`src/rtl/wb_port_arbiter_pkg.sv`:
```
// Shared write-back definitions: source codes, default data width, register index width.
package wb_port_arbiter_pkg;

   localparam int unsigned DEF_XLEN = 32;
   localparam int unsigned REG_W    = 5;
   localparam int unsigned SRC_W    = 2;

   // Source of the current register-file write
   typedef enum logic [SRC_W-1:0] {
      WB_SRC_NONE   = 2'd0,
      WB_SRC_PIPE   = 2'd1,
      WB_SRC_LOAD   = 2'd2,
      WB_SRC_MULDIV = 2'd3
   } wb_src_e;

   // Which slow requester wins a tie
   typedef enum logic {
      RR_LOAD   = 1'b0,
      RR_MULDIV = 1'b1
   } rr_ptr_e;

endpackage

```
`src/rtl/wb_port_arbiter_if.sv`:
```
// Write-back bus: three producer handshakes plus the registered register-file write.
//   master : producers (drive valid/rd/data, observe ready and the rf write)
//   slave  : the arbiter
interface wb_port_arbiter_if
   import wb_port_arbiter_pkg::*;
#(
   parameter int unsigned XLEN = DEF_XLEN
);

   logic             pipe_valid;
   logic [REG_W-1:0] pipe_rd;
   logic [XLEN-1:0]  pipe_data;
   logic             pipe_ready;

   logic             ld_valid;
   logic [REG_W-1:0] ld_rd;
   logic [XLEN-1:0]  ld_data;
   logic             ld_ready;

   logic             md_valid;
   logic [REG_W-1:0] md_rd;
   logic [XLEN-1:0]  md_data;
   logic             md_ready;

   logic             rf_we;
   logic [REG_W-1:0] rf_rd;
   logic [XLEN-1:0]  rf_wdata;
   logic [SRC_W-1:0] wb_src;

   modport master (
      output pipe_valid, pipe_rd, pipe_data, input pipe_ready,
      output ld_valid, ld_rd, ld_data, input ld_ready,
      output md_valid, md_rd, md_data, input md_ready,
      input  rf_we, rf_rd, rf_wdata, wb_src
   );

   modport slave (
      input  pipe_valid, pipe_rd, pipe_data, output pipe_ready,
      input  ld_valid, ld_rd, ld_data, output ld_ready,
      input  md_valid, md_rd, md_data, output md_ready,
      output rf_we, rf_rd, rf_wdata, wb_src
   );

endinterface

```
`src/rtl/wb_port_arbiter_wait_counter.sv`:
```
// Anti-starvation counter for one slow requester.
//   clk, rst_n : clock, async active-low reset
//   valid      : requester is asking for the write port
//   granted    : requester won this cycle
//   forced_c   : requester has waited MAX_WAIT cycles and must win (combinational)
module wb_port_arbiter_wait_counter #(
   parameter int unsigned MAX_WAIT = 4,
   parameter int unsigned WAIT_W   = 4
) (
   input  logic clk,
   input  logic rst_n,
   input  logic valid,
   input  logic granted,
   output logic forced_c
);

   localparam logic [WAIT_W-1:0] MAX_CNT = WAIT_W'(MAX_WAIT);

   logic [WAIT_W-1:0] count;

   // Count refused cycles, saturating; any grant or withdrawal restarts the wait
   always_ff @(posedge clk or negedge rst_n) begin
      if (!rst_n) begin
         count <= '0;
      end else if (!valid || granted) begin
         count <= '0;
      end else if (count != MAX_CNT) begin
         count <= count + WAIT_W'(1);
      end
   end

   assign forced_c = valid && (count == MAX_CNT);

endmodule

```
`src/rtl/wb_port_arbiter.sv`:
```
// Register-file write-port arbiter for pipeline, load unit and mul/div results.
//   clk, rst_n : clock, async active-low reset
//   bus        : producer handshakes (combinational readies = pipeline stall source)
//                and the registered write stage rf_we/rf_rd/rf_wdata/wb_src
module wb_port_arbiter
   import wb_port_arbiter_pkg::*;
#(
   parameter int unsigned XLEN     = DEF_XLEN,
   parameter int unsigned MAX_WAIT = 4,
   parameter int unsigned WAIT_W   = 4
) (
   input  logic            clk,
   input  logic            rst_n,
   wb_port_arbiter_if.slave bus
);

   logic             ld_forced_c;
   logic             md_forced_c;
   logic             grant_pipe_c;
   logic             grant_ld_c;
   logic             grant_md_c;
   wb_src_e          win_src_c;
   logic [REG_W-1:0] win_rd_c;
   logic [XLEN-1:0]  win_data_c;
   rr_ptr_e          rr_ptr;

   wb_port_arbiter_wait_counter #(.MAX_WAIT(MAX_WAIT), .WAIT_W(WAIT_W)) u_ld_wait (
      .clk      (clk),
      .rst_n    (rst_n),
      .valid    (bus.ld_valid),
      .granted  (grant_ld_c),
      .forced_c (ld_forced_c)
   );

   wb_port_arbiter_wait_counter #(.MAX_WAIT(MAX_WAIT), .WAIT_W(WAIT_W)) u_md_wait (
      .clk      (clk),
      .rst_n    (rst_n),
      .valid    (bus.md_valid),
      .granted  (grant_md_c),
      .forced_c (md_forced_c)
   );

   // Winner select: forced slow requester, then pipe, then slow requesters by rr_ptr
   always_comb begin
      grant_pipe_c = 1'b0;
      grant_ld_c   = 1'b0;
      grant_md_c   = 1'b0;
      if (ld_forced_c || md_forced_c) begin
         if (ld_forced_c && md_forced_c) begin
            grant_ld_c = (rr_ptr == RR_LOAD);
            grant_md_c = (rr_ptr == RR_MULDIV);
         end else begin
            grant_ld_c = ld_forced_c;
            grant_md_c = md_forced_c;
         end
      end else if (bus.pipe_valid) begin
         grant_pipe_c = 1'b1;
      end else if (bus.ld_valid && bus.md_valid) begin
         grant_ld_c = (rr_ptr == RR_LOAD);
         grant_md_c = (rr_ptr == RR_MULDIV);
      end else begin
         grant_ld_c = bus.ld_valid;
         grant_md_c = bus.md_valid;
      end
   end

   // Winner payload mux
   always_comb begin
      win_src_c  = WB_SRC_NONE;
      win_rd_c   = '0;
      win_data_c = '0;
      if (grant_pipe_c) begin
         win_src_c  = WB_SRC_PIPE;
         win_rd_c   = bus.pipe_rd;
         win_data_c = bus.pipe_data;
      end else if (grant_ld_c) begin
         win_src_c  = WB_SRC_LOAD;
         win_rd_c   = bus.ld_rd;
         win_data_c = bus.ld_data;
      end else if (grant_md_c) begin
         win_src_c  = WB_SRC_MULDIV;
         win_rd_c   = bus.md_rd;
         win_data_c = bus.md_data;
      end
   end

   assign bus.pipe_ready = grant_pipe_c;
   assign bus.ld_ready   = grant_ld_c;
   assign bus.md_ready   = grant_md_c;

   // Write stage and round-robin pointer; x0 writes are accepted but never enable the file
   always_ff @(posedge clk or negedge rst_n) begin
      if (!rst_n) begin
         bus.rf_we    <= 1'b0;
         bus.rf_rd    <= '0;
         bus.rf_wdata <= '0;
         bus.wb_src   <= WB_SRC_NONE;
         rr_ptr       <= RR_LOAD;
      end else begin
         bus.wb_src <= win_src_c;
         if (win_src_c != WB_SRC_NONE) begin
            bus.rf_we    <= (win_rd_c != '0);
            bus.rf_rd    <= win_rd_c;
            bus.rf_wdata <= win_data_c;
         end else begin
            bus.rf_we <= 1'b0;
         end
         if (grant_ld_c) begin
            rr_ptr <= RR_MULDIV;
         end else if (grant_md_c) begin
            rr_ptr <= RR_LOAD;
         end
      end
   end

endmodule

```
`src/flat_wrapper.sv`:
```
// flat-port wrapper written by rule: the top's interface ports become plain ports
module wb_port_arbiter_flat import wb_port_arbiter_pkg::*;
#(
   parameter int unsigned XLEN     = DEF_XLEN,
   parameter int unsigned MAX_WAIT = 4,
   parameter int unsigned WAIT_W   = 4
)
  (clk, rst_n, bus_pipe_valid, bus_pipe_rd, bus_pipe_data, bus_pipe_ready, bus_ld_valid, bus_ld_rd, bus_ld_data, bus_ld_ready, bus_md_valid, bus_md_rd, bus_md_data, bus_md_ready, bus_rf_we, bus_rf_rd, bus_rf_wdata, bus_wb_src);
  wb_port_arbiter_if #(.XLEN(XLEN)) bus_i ();
  input  logic clk;
  input  logic rst_n;
  input wire logic [$bits(bus_i.pipe_valid)-1:0] bus_pipe_valid;
  input wire logic [$bits(bus_i.pipe_rd)-1:0] bus_pipe_rd;
  input wire logic [$bits(bus_i.pipe_data)-1:0] bus_pipe_data;
  output wire logic [$bits(bus_i.pipe_ready)-1:0] bus_pipe_ready;
  input wire logic [$bits(bus_i.ld_valid)-1:0] bus_ld_valid;
  input wire logic [$bits(bus_i.ld_rd)-1:0] bus_ld_rd;
  input wire logic [$bits(bus_i.ld_data)-1:0] bus_ld_data;
  output wire logic [$bits(bus_i.ld_ready)-1:0] bus_ld_ready;
  input wire logic [$bits(bus_i.md_valid)-1:0] bus_md_valid;
  input wire logic [$bits(bus_i.md_rd)-1:0] bus_md_rd;
  input wire logic [$bits(bus_i.md_data)-1:0] bus_md_data;
  output wire logic [$bits(bus_i.md_ready)-1:0] bus_md_ready;
  output wire logic [$bits(bus_i.rf_we)-1:0] bus_rf_we;
  output wire logic [$bits(bus_i.rf_rd)-1:0] bus_rf_rd;
  output wire logic [$bits(bus_i.rf_wdata)-1:0] bus_rf_wdata;
  output wire logic [$bits(bus_i.wb_src)-1:0] bus_wb_src;
  assign bus_i.pipe_valid = bus_pipe_valid;
  assign bus_i.pipe_rd = bus_pipe_rd;
  assign bus_i.pipe_data = bus_pipe_data;
  assign bus_pipe_ready = bus_i.pipe_ready;
  assign bus_i.ld_valid = bus_ld_valid;
  assign bus_i.ld_rd = bus_ld_rd;
  assign bus_i.ld_data = bus_ld_data;
  assign bus_ld_ready = bus_i.ld_ready;
  assign bus_i.md_valid = bus_md_valid;
  assign bus_i.md_rd = bus_md_rd;
  assign bus_i.md_data = bus_md_data;
  assign bus_md_ready = bus_i.md_ready;
  assign bus_rf_we = bus_i.rf_we;
  assign bus_rf_rd = bus_i.rf_rd;
  assign bus_rf_wdata = bus_i.rf_wdata;
  assign bus_wb_src = bus_i.wb_src;
  wb_port_arbiter #(.XLEN(XLEN), .MAX_WAIT(MAX_WAIT), .WAIT_W(WAIT_W)) u_core (.clk(clk), .rst_n(rst_n), .bus(bus_i));
endmodule
```
`config.mk`:
```
export PLATFORM = sky130hd
export DESIGN_NAME = wb_port_arbiter_flat
export DESIGN_NICKNAME = d
export VERILOG_FILES = /design/src/rtl/wb_port_arbiter_pkg.sv /design/src/rtl/wb_port_arbiter_if.sv /design/src/rtl/wb_port_arbiter_wait_counter.sv /design/src/rtl/wb_port_arbiter.sv /design/src/flat_wrapper.sv
export SDC_FILE = /design/constraint.sdc
export NUM_CORES = 1
export LEC_CHECK = 0
export CAP_MARGIN = 20
export CORE_ASPECT_RATIO = 0.9
export CORE_MARGIN = 8
export CORE_UTILIZATION = 30
export DETAILED_ROUTE_END_ITERATION = 10
export PLACE_DENSITY_LB_ADDON = 0.05
export SETUP_SLACK_MARGIN = 0.15
export SYNTH_ARGS = -nofsm -noshare
export SYNTH_HDL_FRONTEND = slang
export SYNTH_HIERARCHICAL = 1
export SYNTH_SLANG_ARGS = --single-unit
```
`constraint.sdc`:
```
create_clock -name clk -period 4.34 [get_ports clk]
set_input_delay 0.651 -clock clk [delete_from_list [all_inputs] [get_ports clk]]
set_output_delay 0.651 -clock clk [all_outputs]
set_load 0.005 [all_outputs]
```
==> Word-level counts from Yosys, hierarchy flattened <==
Index checks and enable logic that the tools add are counted.
{ "totals": {"reg_bits": 49, "input_bits": 116, "out_inout_bits": 43, "word_cells": 54} }
{ "op_classes": {"add_sub_neg": 2, "eq_ne": 4, "muxes": 26, "n_bitwise": 1, "n_reduce_logical": 14} }
{ "ops": {"columns": ["operator", "count"], "rows": [
  ["$mux 32", 3],
  ["$mux 4", 4],
  ["$mux 5", 3],
  ["$mux 1", 13],
  ["$add 4x1->4 const B", 2],
  ["$eq 4x3->1 const B", 2],
  ["$ne 4x3->1 const B", 2],
  ["$reduce_bool 2->1", 4],
  ["$mux 2", 3],
  ["$reduce_bool 5->1", 1],
  ["$logic_and 1x1->1", 4],
  ["$logic_or 1x1->1", 3],
  ["$logic_not 1->1", 2],
  ["$not 1->1", 1]
]} }

==> Logic depth before layout (Yosys ltp) <==
{ "logic_depth": {"ltp_word": 10, "mapped_depth": 11, "depth_no_buf": 10} }

==> By module <==
The synthesis kept the hierarchy.
{ "modules_own_cells": {"columns": ["module", "n_inst", "cells_each", "area_per_inst_um2", "seq_area_each_um2"], "rows": [
  ["wb_port_arbiter", 1, 171, 2038.2, 1026.0],
  ["wb_port_arbiter_wait_counter", 2, 25, 261.5, 100.1]
]} }

==> Worst setup path before layout <==
No wires, ideal clock.
{ "synth_timing": {"path_type": "reg-to-output", "start": "reg u_core.u_ld_wait.count[0]", "end": "out bus_ld_ready", "t_arrival_ps": 1819, "required_ps": 3689, "path_slack_ps": 1870, "stages_incl_launch_ff": 10, "n_path_buf": 2, "path_cell_list": "dfrtp_1 inv_1 ha_1 and3b_1 and2_2 inv_1 o21ai_1 and2_4 buf_6 buf_6"} }
{ "synth_via": {"elab_chain_cells": 5, "elab_cells_between_ends": 6, "classes_between": "eq/ne (1); mux (2); reduce/logical (3)"} }
{ "synth_rtl": {"columns": ["element", "line_no", "text"], "rows": [
  ["start: declaration", "wb_port_arbiter_wait_counter.sv:19", "logic [WAIT_W-1:0] count;"],
  ["start signal: assignment", "wb_port_arbiter_wait_counter.sv:28", "count <= count + WAIT_W'(1);"],
  ["$eq 4x3->1 *", "wb_port_arbiter_wait_counter.sv:32", "assign forced_c = valid && (count == MAX_CNT);"],
  ["$logic_and 1x1->1 *", "wb_port_arbiter_wait_counter.sv:32", null],
  ["via u_core.ld_forced_c", "wb_port_arbiter.sv:17", "logic ld_forced_c;"],
  ["$logic_and 1x1->1", "wb_port_arbiter.sv:49", "if (ld_forced_c && md_forced_c) begin"],
  ["$mux 1", "wb_port_arbiter.sv:49", null],
  ["$mux 1 *", "wb_port_arbiter.sv:48", "if (ld_forced_c || md_forced_c) begin"],
  ["end: declaration", "flat_wrapper.sv:19", "output wire logic [$bits(bus_i.ld_ready)-1:0] bus_ld_ready;"]
]} }
Mark *: on every way through the listed nets, which the timed path passes. The rest lies on a longest branch.

==> Worst setup path after layout <==
{ "layout_timing": {"start": "in bus_ld_valid", "end": "out bus_ld_ready"} }
{ "layout_via": {"elab_chain_cells": 4, "elab_cells_between_ends": 8, "classes_between": "mux (4); reduce/logical (4)"} }
{ "layout_rtl": {"columns": ["element", "line_no", "text"], "rows": [
  ["start: declaration", "flat_wrapper.sv:16", "input wire logic [$bits(bus_i.ld_valid)-1:0] bus_ld_valid;"],
  ["$logic_and 1x1->1 *", "wb_port_arbiter_wait_counter.sv:32", null],
  ["via u_core.ld_forced_c", "wb_port_arbiter.sv:17", null],
  ["$logic_and 1x1->1", "wb_port_arbiter.sv:49", null],
  ["$mux 1", "wb_port_arbiter.sv:49", null],
  ["$mux 1 *", "wb_port_arbiter.sv:48", null]
]} }
Marks and branches as above.

==> impl_metrics.csv <==
group,metric,value,unit
status,status,"finished, final reports clean",
setup_path,cp_common_cell,"clkdlybuf4s50_1",
global_routing,antenna_found_initial,0,
die,ios,159,
die,core,8450,um2
logic_synthesis,avgSynthCellArea,11.6,um2
setup_path,cpPeakStageDelay,0.50,ns
route,drt_iter0_drc,70,
sta,whs,0.458,ns
cts,h-tree-depth,2,
placed_design,gp_congestion,0.787,
setup_path,r2r_start,"u_core/u_ld_wait/count[0]$_DFFE_PN0P_",
cells_and_area,antenna_cells,0,
global_routing,grt_pass1_wl,15.2,mm
global_routing,grt.total_usage,0.161,
setup_path,r2r.worst_path.cells,10,
setup_path,crit_path_start_kind,"primary input",
setup_path,worst-path-buf-inv,4,
setup_path,worst_path_max_delay_cell,"clkdlybuf4s50_1",
route,dr_total_vias,2517,
die,die_y,104,um
sta,worstMarginPinSlew,0.767,ns
sta,period_minus_slack,3.31,ns
cells_and_area,final_common_cell,"clkdlybuf4s50_1",
logic_synthesis,synthesis.area,2560,um2
logic_synthesis,synth_cells,221,
sta,finalClockSkew,0.00951,ns
power_and_ir_drop,p_leak,1.75,nW
placed_design,portBuffers,158,
sta,slew_headroom,0.484,
cts,clk_latency,0.30,ns
setup_path,critical_path.max_fanout,12,
cts,root_buffer,"clkbuf_8",
cts,cts_resized,0,
placed_design,dpl.hpwl,6.97,mm
route,drt_pass1_iterations,4,
cts,post_cts_buffers,0,
setup_path,r2r-end,"u_core/u_ld_wait/count[3]$_DFFE_PN0P_",
hold_path,min_path_type,"in2async",
sta,fin_tns_setup,0,ns
logic_synthesis,netlist.area_leader.share,0.479,
route,drc,0,
route,drt_wl_total,9.52,mm
sta,fin_crit_sh,0.763,
cts,cts_tree,"yes",
cells_and_area,areaGrowthSynthToFinish,69.2,%
cts,clock_path_buffers,2,
die,dieWidth,113,um
setup_path,path_delay_family,"buffers and inverters",
cells_and_area,drive_above_1_share,0.0739,
logic_synthesis,ys_seq_area_frac,0.479,
logic_synthesis,ys_seq_elements,49,
setup_path,path_class,"in2out",
route,via_per_inst,5.05,
cts,clkTransAtPathRegs,0.09,ns
route,ant_nets,0,
setup_path,critical_path.cell_chain,"clkdlybuf4s50_1, buf_4, and2_2, inv_1, o21ai_1, and2_4, clkdlybuf4s50_1",
die,placementRows,32,
global_routing,grt.overflow.total,0,
sta,setup_viol,0,
logic_synthesis,ys_warn_count,6,
setup_path,reg2reg_slack,1.66,ns
cells_and_area,most-common-layout-cells,"157 x clkdlybuf4s50_1, 49 x dfrtp_1, 32 x a22o_1, 32 x a221o_1, 12 x nand3_1",
global_routing,grt_pass1_vias,2832,
power_and_ir_drop,p_per_area,284,nW/um2
cells_and_area,final_util,0.513,
logic_synthesis,synth_nets,341,
placed_design,place_area,4240,um2
sta,drv_slew,0,
global_routing,grt_max_degree,50,
cts,cts_buffers,5,
flow_run,max_cap_violations,0,
die,initial_core_util,0.303,
setup_path,cp-end-kind,"output port",
die,dieArea,11800,um2
logic_synthesis,synth_top_cell_by_area,"dfrtp_1",
cts,cts.sinks,49,
sta,rsz0062_at_grt,"no",
logic_synthesis,synth_cell_types,33,
setup_path,worst-endpoint-arrival,2.66,ns
sta,finalHoldViolations,0,
logic_synthesis,synth.area.top_cells,"dfrtp_1 48%, a221o_1 13%, a22o_1 11%, a31oi_1 2.4%, mux2i_1 2.3%",
power_and_ir_drop,finalPower,0.00123,W
cells_and_area,finalNetCount,499,
setup_path,cp.required,3.69,ns
route,wire_per_inst,19.1,um
power_and_ir_drop,worst_ir_drop_vdd,0.000124,V
sta,max_clock_freq,302,MHz
cells_and_area,fin_area,4330,um2
cts,hold_buffers,0,
through the flow:
stage | std cells | setup WS, ns
finish | 498 | 1.03
global placement | 491 | 1.05
floorplan | 221 | 1.87
global route | 498 | 0.854
detailed placement | 491 | 1.01
CTS | 498 | 1.00
layout make-up:
type                    instances  area, um2
fillers                       780       4120
multi-input cells             148       1200
clock buffers                   6       82.6
clock inverters                 1       7.51
well taps                     119        149
repair buffers                165       1630
inverters                      10       37.5
flip-flops and latches         49       1230
routing by layer:
layer	track usage	vias to the layer above	share of wire
met5	0	-	0
met1	0.188	1208	0.41
met2	0.273	101	0.49
li1	-	1204	-
met3	0.0627	4	0.089
met4	0.0352	0	0.0078
worst max path at each step:
| stage | from | depth (start not counted) | end | slack, ns |
|---|---|---|---|---|
| 3_3_place_gp | bus_ld_valid | 7 | bus_ld_ready | 1.05 |
| 4_1_cts | bus_ld_valid | 7 | bus_ld_ready | 1.00 |
| 6_report | bus_ld_valid | 7 | bus_ld_ready | 1.03 |
| 2_1_floorplan | u_core/u_ld_wait/count[0]$_DFFE_PN0P_ | 9 | bus_ld_ready | 1.87 |
| 3_5_place_dp | bus_ld_valid | 7 | bus_ld_ready | 1.01 |
| 5_1_grt | bus_ld_valid | 7 | bus_ld_ready | 0.85 |
where the power goes:
group / total [W] / leakage [nW] / switching, W / internal [W]
Clock: 0.000280 / 0.0433 / 0.000154 / 0.000126
Combinational: 0.000399 / 1.11 / 0.000142 / 0.000257
Sequential: 0.000550 / 0.598 / 0.0000376 / 0.000513
flip-flops by register name, indices dropped and copies added (netlist names):
| name | cells |
|---|---|
| u_core/bus.rf_rd | 5 |
| u_core/u_md_wait/count | 4 |
| u_core/rr_ptr | 1 |
| u_core/u_ld_wait/count | 4 |
| u_core/bus.rf_we | 1 |
| u_core/bus.wb_src | 2 |
| u_core/bus.rf_wdata | 32 |
logic make-up after synthesis:
kind of cell / count (synthesis) / synth area share
AOI/OAI and AO/OA: 84 / 0.291
and+or+nand+nor: 54 / 0.135
DFF: 49 / 0.479
buffers and inverters: 24 / 0.0523
muxes: 6 / 0.0234
adders and majority gates: 4 / 0.0195
synth_stat cells:
cell and number:
a31o_4 1, inv_2 3, nand2_1 4, a221o_1 32, a31oi_1 10, nand2b_1 3, o21ai_1 1, dfrtp_1 49
nor4b_4 1, o211ai_1 2, or3b_1 2, and2_2 2, nor2_2 1, and2_4 1, buf_2 5, or4b_1 2
nand3b_1 8, or4_1 3, a22o_1 32, o21a_1 1, nand3_1 12, and2_1 2, ha_1 4, a31o_2 1
o21ai_0 2, nor2_1 8, inv_1 7, clkbuf_1 4, nand2_2 3, buf_6 5, mux2i_1 6, a2111oi_0 2
and3b_1 2
(Power assumes the default switching activity.)
